[src/rtl/collatz_step_checker_pkg.sv]
// Package collatz_pkg: shared state encoding, error codes and the Collatz
// next-value helper for the collatz_step_checker slice.
package collatz_pkg;

  typedef enum logic [2:0] {
    IDLE      = 3'd0,
    WAIT_SEED = 3'd1,
    TRACK     = 3'd2,
    DONE      = 3'd3,
    ERROR     = 3'd4
  } state_e;

  localparam logic [1:0] ERR_NONE     = 2'b00;
  localparam logic [1:0] ERR_MISMATCH = 2'b01;
  localparam logic [1:0] ERR_SEED     = 2'b10;
  localparam logic [1:0] ERR_TIMEOUT  = 2'b11;

  // Returns {overflow, next}. The arithmetic is done two bits wider than any
  // bus up to 32 bits, so 3n+1 never wraps before the overflow test; overflow
  // is set when the result does not fit in 'width' bits.
  function automatic logic [32:0] collatz_next(input logic [31:0] n,
                                               input int unsigned width);
    logic [33:0] wide;
    logic        ovf;
    if (n[0]) begin
      wide = ({2'b00, n} << 1) + {2'b00, n} + 34'd1;
    end else begin
      wide = {2'b00, n >> 1};
    end
    ovf = (wide >> width) != 34'd0;
    return {ovf, wide[31:0]};
  endfunction

endpackage

[src/rtl/collatz_step_checker_settle_filter.sv]
// collatz_settle_filter: accepts a bus value once it has been sampled equal
// on SETTLE_CYCLES consecutive clock edges. The accept pulse is combinational
// so the consumer can update its registers on the acceptance edge itself.
module collatz_settle_filter
  import collatz_pkg::*;
#(
  parameter int unsigned WIDTH         = 8,
  parameter int unsigned SETTLE_CYCLES = 4
) (
  input  logic             clk,
  input  logic             rst_n,
  input  logic             clear_i,
  input  logic [WIDTH-1:0] data_i,
  output logic             accept_o,
  output logic [WIDTH-1:0] value_o
);

  localparam int unsigned CW = $clog2(SETTLE_CYCLES + 1);
  localparam logic [CW-1:0] SETTLE_MAX = CW'(SETTLE_CYCLES);

  logic [CW-1:0]    count_q, count_d;
  logic [WIDTH-1:0] sample_q;
  logic             sameSample;

  // A zero count means no valid previous sample, so the first edge after a
  // clear or reset always starts a fresh run of length one.
  assign sameSample = (count_q != '0) && (data_i == sample_q);
  assign value_o    = data_i;

  // Run-length counter: saturates at SETTLE_MAX so a held value pulses once.
  always_comb begin
    count_d  = CW'(1);
    accept_o = 1'b0;
    if (sameSample) begin
      if (count_q == SETTLE_MAX) begin
        count_d = count_q;
      end else begin
        count_d = count_q + CW'(1);
      end
    end
    if ((count_d == SETTLE_MAX) && !(sameSample && (count_q == SETTLE_MAX))) begin
      accept_o = 1'b1;
    end
    if (clear_i) begin
      count_d = '0;
    end
  end

  // Sample register and run-length counter.
  always_ff @(posedge clk or negedge rst_n) begin
    if (!rst_n) begin
      count_q  <= '0;
      sample_q <= '0;
    end else begin
      count_q  <= count_d;
      sample_q <= data_i;
    end
  end

endmodule

[config.mk]
export PLATFORM = sky130hd
export DESIGN_NAME = collatz_settle_filter
export DESIGN_NICKNAME = d
export VERILOG_FILES = /design/src/rtl/collatz_step_checker_pkg.sv /design/src/rtl/collatz_step_checker_settle_filter.sv
export SDC_FILE = /design/constraint.sdc
export NUM_CORES = 1
export LEC_CHECK = 0
export ABC_AREA = 1
export BUFFER_PORTS_ARGS = -buffer_cell sky130_fd_sc_hd__buf_2
export CAP_MARGIN = 20
export CORE_AREA = 4 4 41 43
export CTS_CLUSTER_SIZE = 25
export DETAILED_ROUTE_END_ITERATION = 6
export DIE_AREA = 0 0 45 47
export PLACE_DENSITY = 0.75
export SKIP_CTS_REPAIR_TIMING = 1
export SLEW_MARGIN = 10
export SYNTH_ARGS = -nofsm -noshare
export SYNTH_HDL_FRONTEND = slang
export SYNTH_SLANG_ARGS = --single-unit
[constraint.sdc]
create_clock -name clk -period 1.5 [get_ports clk]
set_clock_uncertainty 0.2 [all_clocks]
set_input_delay 0.225 -clock clk [delete_from_list [all_inputs] [get_ports clk]]
set_output_delay 0.225 -clock clk [all_outputs]
set_load 0.02 [all_outputs]
==> summary.md, run 1 <==
| Metric | Value |
|---|---|
| Outcome | finished, violations left |
| Failing checks | setup timing |
| Synth top area share | 0.467 |
| R2R depth | 10 |
| Via density | 4.33 |
| DR iter-0 viols | 3 |
| Crit Path Max Fanout | 3 |
| DR pass1 iterations | 2 |
| Final ANT Viol Nets | 0 |
| Part of the cycle the worst path needs | 1.23 |
| HPWL Detailed | 856 um |
| Register area share after synthesis | 0.467 |
| Starting Density | 0.453 |
| Final hold vios | 0 |
| TritonCTS Buffers | 3 |
| Most common cell after layout, fill and taps aside | buf_2 |
| Fill count | 107 |
| Aggregate global routing overflow | 0 |
| CP required | 1.07 ns |
| Final Net Count | 115 |
| Cells after Synth | 67 |
| H-tree levels | 1 |
| Max Slew Vio Count | 0 |
| Yosys Warn Count | 0 |
| CP Capture Type | primary output |
| Final critical-path required period | 1.85 ns |
| Worst-skew pair later-pin latency | 0.27 ns |
| #FFs+latches synth | 11 |
| Routed WL per cell | 10.4 um |
| Top post-synthesis cells by area | dfrtp_1, buf_4, nand2_1, xnor2_1, inv_1 |
| Post-synth cell types | 15 |
| CTS tree | built |
| Kind of critical path | flip-flop to primary output |
| Slew headroom | 0.846 |
| All-layer global routing usage | 0.115 |
| Synth Cell Area | 589 um^2 |
| Clock Tree Root | clkbuf_4 |
| Tightest Pin Transition | 0.230 ns |
| Final setup violation count | 2 |
| Initial antenna violation count | 0 |
| Clock Path Buffers | 2 |
| Min-Delay Path Class | input port to asynchronous set/reset pin |
| Via Count | 502 |
| First-pass GRT wire length | 1.74 mm |
| Area delta synth->final | 49.9% |
| RD Place Congestion | 0.736 |
| Share of cells above drive strength 1 | 0.416 |
| Syn avg cell area | 8.80 um^2 |
| PortBufs | 19 |
| RSZ-0062 raised after global routing | yes |
| Chip width | 45 um |
| P per Cell Area | 740 nW/um^2 |
| Setup WS pre-CTS | -0.147 ns |
| IO Count | 20 |
| Number of global-route vias before repair | 451 |
| VDD IR-drop max | 0.585 mV |
| Clock slew at reported path FFs | 0.07 ns |
| Max Cap Violations | 0 |
| Yosys top cell by area | dfrtp_1 |
| Data arrival, critical path | 1.43 ns |
| Critical path launch point type | flip-flop |
| Core area | 1300 um^2 |
| Die area | 2120 um^2 |
| Largest net degree at the start of global routing | 12 |
| # rows | 13 |
| Ant diodes | 0 |
| R2R setup slack | -0.02 ns |
| Num Clock Sinks | 11 |
| Syn_nets | 80 |
| Commonest cells after routing, fill and taps aside | buf_2, nand2_1, dfrtp_1 |
| Setup ws final | -0.352 ns |
| Upper clock frequency limit | 540 MHz |
| Die Span Y | 47 um |
| DRC errors left | 0 |
| Post-route setup TNS | -0.369 ns |
| Leak Pwr | 0.453 nW |
| Total wire length | 1.20 mm |
[path summary, 6_finish.rpt]
check                                startpoint                    end
min                                       rst_n  sample_q[6]$_DFF_PN0_
min reg2reg                count_q[1]$_DFF_PN0_   count_q[1]$_DFF_PN0_
min in group clk                      data_i[6]   count_q[1]$_DFF_PN0_
max                        count_q[0]$_DFF_PN0_               accept_o
max in group asynchronous                 rst_n   count_q[0]$_DFF_PN0_
max reg2reg                count_q[0]$_DFF_PN0_   count_q[0]$_DFF_PN0_
[power by group]
part	switching, mW	internal (mW)	leakage, nW
Combinational	0.0687	0.0674	0.305
Clock	0.0998	0.103	0.0150
Sequential	0.00661	0.309	0.133
[routing by layer]
layer	GRT usage	routed length, um	vias up
li1	-	-	257
met1	0.130	476	224
met3	0.0268	70	4
met5	0	0	-
met2	0.201	622	17
met4	0.0643	31	0
[sequential cells by signal, summed over array words and instances (netlist names)]
signal,flops
sample_q,8
count_q,3
[worst max-delay path, stage by stage (launching register included)]
cell and delay (ns):
dfrtp_1 0.38, inv_2 0.06, ha_4 0.16, nand2_2 0.06
nand3_2 0.08, nor2_4 0.10, nand3_2 0.11, nor2_4 0.09
buf_6 0.12
[layout make-up]
class	count	area (um^2)	share of cell area
flip-flops and latches	11	275	0.312
repair buffers	38	269	0.305
multi-input cells	37	253	0.286
inverters	11	41.3	0.0467
clock buffers	4	26.3	0.0297
well taps	15	18.8	0.0212
[cell usage after synthesis, drive strengths merged]
master,n
nand2,16
dfrtp,11
inv,11
buf,8
nor2,7
xnor2,5
nand3,3
ha,2
nand3b,1
o21ai,1
or2,1
xor2,1
[metrics by stage]
step | power [mW] | area, um^2 | instances | utilization | hold WS [ns]
finish | 0.654 | 883 | 116 | 0.679 | 0.152
detailed placement | 0.426 | 716 | 100 | 0.550 | -0.0990
global placement | 0.422 | 716 | 100 | 0.550 | -0.0970
floorplan | 0.390 | 609 | 67 | - | -0.271
CTS | 0.623 | 742 | 104 | 0.570 | -0.388
global route | 0.692 | 883 | 116 | 0.679 | 0.150
[cell families after synthesis]
logic type,after synthesis,share of synthesized area
AOI/OAI and AO/OA,1,0.00848
xor gates and xnor gates,6,0.0892
adders and majority gates,2,0.0425
buffers and inverters,19,0.172
DFF,11,0.467
and+or+nand+nor,28,0.221
Power figures use the tool's default switching activity.
==> run 2, diff against run 1 <==
Settings changed: CORE_AREA 4 4 41 43 to default, CORE_MARGIN from default to 4, CORE_UTILIZATION from default to 42, DIE_AREA 0 0 45 47 to default, PLACE_DENSITY 0.75 to 0.72.
==> summary.md, run 2 (same netlist as run 1, synthesis figures left out) <==
| Metric | Value |
|---|---|
| Outcome | finished, violations left |
| Failing checks | setup timing |
| Largest regs | sample_q (8), count_q (3) |
| Placed insts | 98 (-2.0%) |
| Number of global-route vias before repair | 442 (-2.0%) |
| Min-Delay Path Class | input port to asynchronous set/reset pin |
| Commonest cells after routing, fill and taps aside | buf_2, nand2_1, dfrtp_1 |
| Top reg by flops | sample_q |
| CTS tree | built |
| Clock Path Buffers | 2 (unchanged) |
| Clock Tree Root | clkbuf_4 |
| Upper clock frequency limit | 545 MHz (+1.0%) |
| Ant diodes | 0 (unchanged) |
| Setup ws final | -0.333 ns (+0.0189 ns) |
| Internal | 0.474 mW (-1.1%) |
| # rows | 13 (unchanged) |
| Final Net Count | 111 (-3.5%) |
| HPWL Detailed | 785 um (-8.3%) |
| Final hold vios | 0 (unchanged) |
| VDD IR-drop max | 0.482 mV (-18%) |
| Initial antenna violation count | 0 (unchanged) |
| DRC errors left | 0 (unchanged) |
| Non-Filler Instances | 112 (-3.4%) |
| First-pass GRT wire length | 1.78 mm (+2.4%) |
| Area delta synth->final | 45.9% |
| Via density | 4.21 (-2.6%) |
| Register area | 275 um^2 (unchanged) |
| Die Span Y | 45.5 um (-3.3%) |
| Clock slew at reported path FFs | 0.07 ns (about the same) |
| Fill count | 110 (+2.8%) |
| Num Clock Sinks | 11 (unchanged) |
| Final ANT Viol Nets | 0 (unchanged) |
| Leak Pwr | 0.435 nW (-4.1%) |
| Final setup violation count | 1 (-1) |
| Largest register FFs | 8 (unchanged) |
| Finished layout cell area | 860 um^2 (-2.7%) |
| Die area | 2070 um^2 (-2.3%) |
| CP Capture Type | primary output |
| Post-route setup TNS | -0.333 ns (+0.0353 ns) |
| Aggregate global routing overflow | 0 (unchanged) |
| Starting Density | 0.447 (-0.00559) |
| Worst-skew pair later-pin latency | 0.26 ns (about the same) |
| Routed WL per cell | 9.86 um (-4.8%) |
| Most common cell after layout, fill and taps aside | buf_2 |
| Crit Path Max Fanout | 3 (unchanged) |
| RD Place Congestion | 0.733 (-0.39%) |
| Sequential power share | 0.495 (+0.013) |
| Part of the cycle the worst path needs | 1.22 (-0.0126) |
| Final Core Density | 0.652 (-0.0264) |
| Area occupied by multi-input gates | 255 um^2 (+0.99%) |
| P per Cell Area | 741 nW/um^2 (about the same) |
| IO Count | 20 (unchanged) |
| Critical path launch point type | flip-flop |
| Kind of critical path | flip-flop to primary output |
| Placed Area | 701 um^2 (-2.1%) |
| Final critical-path required period | 1.83 ns (-0.0189 ns) |
| RSZ-0062 raised after global routing | yes |
| Setup WS pre-CTS | -0.138 ns (+0.00838 ns) |
| CP required | 1.07 ns (about the same) |
| PortBufs | 19 (unchanged) |
| TritonCTS Buffers | 3 (unchanged) |
| H-tree levels | 1 (unchanged) |
| Via Count | 472 (-6.0%) |
| Minimum hold slack | 0.163 ns (+0.0111 ns) |
| Largest net degree at the start of global routing | 12 (unchanged) |
| Clk pwr share | 0.305 (-0.005) |
| DR iter-0 viols | 9 (+6) |
| Comb pwr share | 0.200 (-0.008) |
| DR pass1 iterations | 4 (+2) |
| Total wire length | 1.10 mm (-8.1%) |
| Sw frac | 0.256 (-0.0113) |
| All-layer global routing usage | 0.126 (+0.0111) |
| Core area | 1320 um^2 (+1.2%) |
| Slew headroom | 0.839 (-0.00739) |
| Chip width | 45.5 um (+1.0%) |
| Data arrival, critical path | 1.41 ns (-0.02 ns) |
| Total power | 0.637 mW (-2.6%) |
| Share of cells above drive strength 1 | 0.371 (-0.0447) |
| Max Slew Vio Count | 0 (unchanged) |
| Max Cap Violations | 0 (unchanged) |
| Tightest Pin Transition | 0.242 ns (+0.0126 ns) |
| Sw Pwr | 0.163 mW (-6.7%) |
[run 2: changes by cell type in the layout (fill, tap and decap cells not counted), sizes merged]
cell	change
buf	-4
[run 2: metal layers]
metal / global-route usage / vias up / part of all wire
met5: 0 / - / 0
met4: 0.105 / 0 / 0.024
met3: 0.0356 / 4 / 0.045
met2: 0.184 / 13 / 0.53
met1: 0.152 / 206 / 0.40
li1: - / 249 / -
[run 2: power by group through the flow]
stage | Sequential [mW] | Combinational [mW] | Clock, mW
after floorplan | 0.320 | 0.0705 | 0
after global placement | 0.320 | 0.101 | 0
after CTS | 0.315 | 0.103 | 0.201
after global routing | 0.317 | 0.142 | 0.222
after detailed placement | 0.321 | 0.103 | 0
final | 0.315 | 0.128 | 0.194
[run 2: path summary, 6_finish.rpt]
check	start	end	slack (ns)	depth (start not counted)
max	count_q[0]$_DFF_PN0_	accept_o	-0.33	8
min	rst_n	sample_q[6]$_DFF_PN0_	0.16	2
max reg2reg	count_q[0]$_DFF_PN0_	count_q[0]$_DFF_PN0_	0.02	9
max in group asynchronous	rst_n	sample_q[0]$_DFF_PN0_	0.74	2
min reg2reg	sample_q[6]$_DFF_PN0_	count_q[1]$_DFF_PN0_	0.50	5
min in group clk	data_i[6]	count_q[1]$_DFF_PN0_	0.21	6
[run 2: area by class of cell]
type	count	share of cell area
Tap cell	15	0.0218
Clock buffer	4	0.0306
Multi-Input combinational cell	37	0.297
Sequential cell	11	0.320
Timing Repair Buffer	34	0.282
Inverter	11	0.0480
[run 2: critical path, stage by stage, from the launching register on]
cell,delay [ns]
dfrtp_1,0.39
inv_2,0.06
ha_4,0.15
nand2_2,0.05
nand3_2,0.07
nor2_4,0.12
nand3_4,0.10
nor2_4,0.09
buf_6,0.11
==> run 3, diff against run 2 <==
Clock period 1.5 ns to 2.3 ns, I/O delays scaled along.
==> summary.md, run 3 (same netlist as run 1, synthesis figures left out) <==
| Metric | Value |
|---|---|
| Routed WL per cell | 8.71 um (-12%) |
| Top reg by flops | sample_q |
| Crit path depth | 8 (unchanged) |
| H-tree levels | 1 (unchanged) |
| All-layer global routing usage | 0.109 (-0.0175) |
| RD Place Congestion | 0.661 (-9.9%) |
| DR iter-0 viols | 15 (+6) |
| Data arrival, critical path | 1.55 ns (+0.14 ns) |
| Outcome | completed |
| Crit Path Max Fanout | 3 (unchanged) |
| R2R setup slack | 0.86 ns (+0.84 ns) |
| Minimum hold slack | 0.0203 ns (-0.143 ns) |
| Total power | 0.391 mW (-39%) |
| Worst reg2reg startpoint | count_q[0]$_DFF_PN0_ |
| Post-Route M1 WL | 330 um (-26%) |
| Largest net degree at the start of global routing | 12 (unchanged) |
| Largest register FFs | 8 (unchanged) |
| Sw Pwr | 0.0974 mW (-40%) |
| Die Span Y | 45.5 um (unchanged) |
| Final ANT Viol Nets | 0 (unchanged) |
| Met3 WL post-DR | 47 um (-6.0%) |
| Final Net Count | 97 (-13%) |
| Critical path launch point type | flip-flop |
| Finished layout cell area | 679 um^2 (-21%) |
| Placed Area | 643 um^2 (-8.2%) |
| Hold path endpoint | sample_q[0]$_DFF_PN0_ |
| Final setup violation count | 0 (-1) |
| Chip width | 45.5 um (unchanged) |
| Critical path buffer and inverter count | 2 (unchanged) |
| Ant diodes | 0 (unchanged) |
| IO Count | 20 (unchanged) |
| Uppermost layer routed | met4 |
| Clock Path Buffers | 2 (unchanged) |
| Clock Tree Root | clkbuf_4 |
| P per Cell Area | 575 nW/um^2 (-22%) |
| Reg2reg end | count_q[0]$_DFF_PN0_ |
| CP Cell Sequence | inv_1 -> ha_1 -> nand2_1 -> nand3_1 -> nor2_2 -> nand3_2 -> nor2_1 -> buf_2 |
| Clock slew at reported path FFs | 0.07 ns (about the same) |
| Kind of critical path | flip-flop to primary output |
| Total wire length | 854 um (-23%) |
| Largest regs | sample_q (8), count_q (3) |
| Core area | 1320 um^2 (unchanged) |
| Max Slew Vio Count | 0 (unchanged) |
| VDD IR-drop max | 0.270 mV (-44%) |
| Final critical-path required period | 2.10 ns |
| Min-Delay Path Class | input port to flip-flop |
| Tightest Pin Transition | 0.247 ns (+0.00461 ns) |
| WL met2 | 466 um (-20%) |
| Worst path slowest cell | dfrtp_1 |
| Comb pwr share | 0.154 (-0.046) |
| PortBufs | 19 (unchanged) |
| Via Count | 423 (-10%) |
| CP required | 1.75 ns (+0.68 ns) |
| Share of cells above drive strength 1 | 0.301 (-0.0699) |
| First-pass GRT wire length | 1.54 mm (-14%) |
| Clk pwr share | 0.321 (+0.016) |
| HPWL Detailed | 689 um (-12%) |
| DR pass1 iterations | 4 (unchanged) |
| Num Clock Sinks | 11 (unchanged) |
| Aggregate global routing overflow | 0 (unchanged) |
| Slew headroom | 0.835 (-0.00307) |
| # rows | 13 (unchanged) |
| Via density | 4.32 (+2.4%) |
| Die area | 2070 um^2 (unchanged) |
| Post-route setup TNS | 0 ns (+0.333 ns) |
| CP Capture Type | primary output |
| Min-Delay Path Depth | 1 |
| Sw frac | 0.249 (-0.00712) |
| Internal | 0.293 mW (-38%) |
| Part of the cycle the worst path needs | 0.911 |
| DRC errors left | 0 (unchanged) |
| Area delta synth->final | 15.3% |
| Non-Filler Instances | 98 (-13%) |
| Number of global-route vias before repair | 401 (-9.3%) |
| Leak Pwr | 0.369 nW (-15%) |
| R2R depth | 8 (-1) |
| Most common cell after layout, fill and taps aside | buf_2 |
| Top delay family on crit path | simple AND/OR/NAND/NOR gates |
| Worst-skew pair later-pin latency | 0.26 ns (about the same) |
| Max Cap Violations | 0 (unchanged) |
| TritonCTS Buffers | 3 (unchanged) |
| RSZ-0062 raised after global routing | no |
| Critical Path Max Stage Delay | 0.37 ns (-0.02 ns) |
| Starting Density | 0.447 (unchanged) |
| Final hold vios | 0 (unchanged) |
| Placed insts | 93 (-5.1%) |
| HP Start | data_i[0] |
| Upper clock frequency limit | 477 MHz |
| Initial antenna violation count | 0 (unchanged) |
| CTS tree | built |
| Commonest cells after routing, fill and taps aside | buf_2, nand2_1, inv_1, dfrtp_1 |
| Sequential power share | 0.526 (+0.031) |
run 3: metrics by stage:
step                      setup WS [ns]  utilization
final                             0.205        0.516
after global routing             0.0185        0.516
after CTS                         0.173        0.508
after detailed placement          0.465        0.488
after global placement            0.524        0.488
after floorplan                   0.506            -
run 3: worst max-delay path by stage:
stage / startpoint / end / slack [ns]
2_1_floorplan: count_q[0]$_DFF_PN0_ / accept_o / 0.51
3_3_place_gp: count_q[0]$_DFF_PN0_ / accept_o / 0.52
3_5_place_dp: count_q[0]$_DFF_PN0_ / accept_o / 0.47
4_1_cts: count_q[0]$_DFF_PN0_ / accept_o / 0.17
5_1_grt: count_q[0]$_DFF_PN0_ / accept_o / 0.02
6_report: count_q[0]$_DFF_PN0_ / accept_o / 0.20
run 3: per-layer routing:
layer / vias to the layer above / GRT usage
met5: - / 0
met4: 0 / 0.0877
met3: 2 / 0.0356
met2: 10 / 0.175
met1: 188 / 0.114
li1: 223 / -
run 3: worst reg2reg max path: stages (launching register included):
cell     delay (ns)
dfrtp_1        0.37
inv_1          0.08
ha_1           0.21
nand2_1        0.07
nand3_1        0.09
nor2_2         0.15
nand3_1        0.09
nand2_1        0.06
inv_1          0.03
run 3: layout make-up:
class | instances | area [um^2]
Multi-Input combinational cell | 37 | 213
Clock buffer | 4 | 26.3
Inverter | 11 | 41.3
Sequential cell | 11 | 275
Timing Repair Buffer | 20 | 105
Fill cell | 125 | 638
Tap cell | 15 | 18.8
run 3: power groups by stage:
| stage | sequential (mW) | combinational (mW) | clock, mW |
|---|---|---|---|
| after global routing | 0.206 | 0.0680 | 0.148 |
| after detailed placement | 0.209 | 0.0599 | 0 |
| after CTS | 0.205 | 0.0603 | 0.133 |
| after global placement | 0.209 | 0.0591 | 0 |
| after floorplan | 0.208 | 0.0445 | 0 |
| final | 0.205 | 0.0601 | 0.125 |
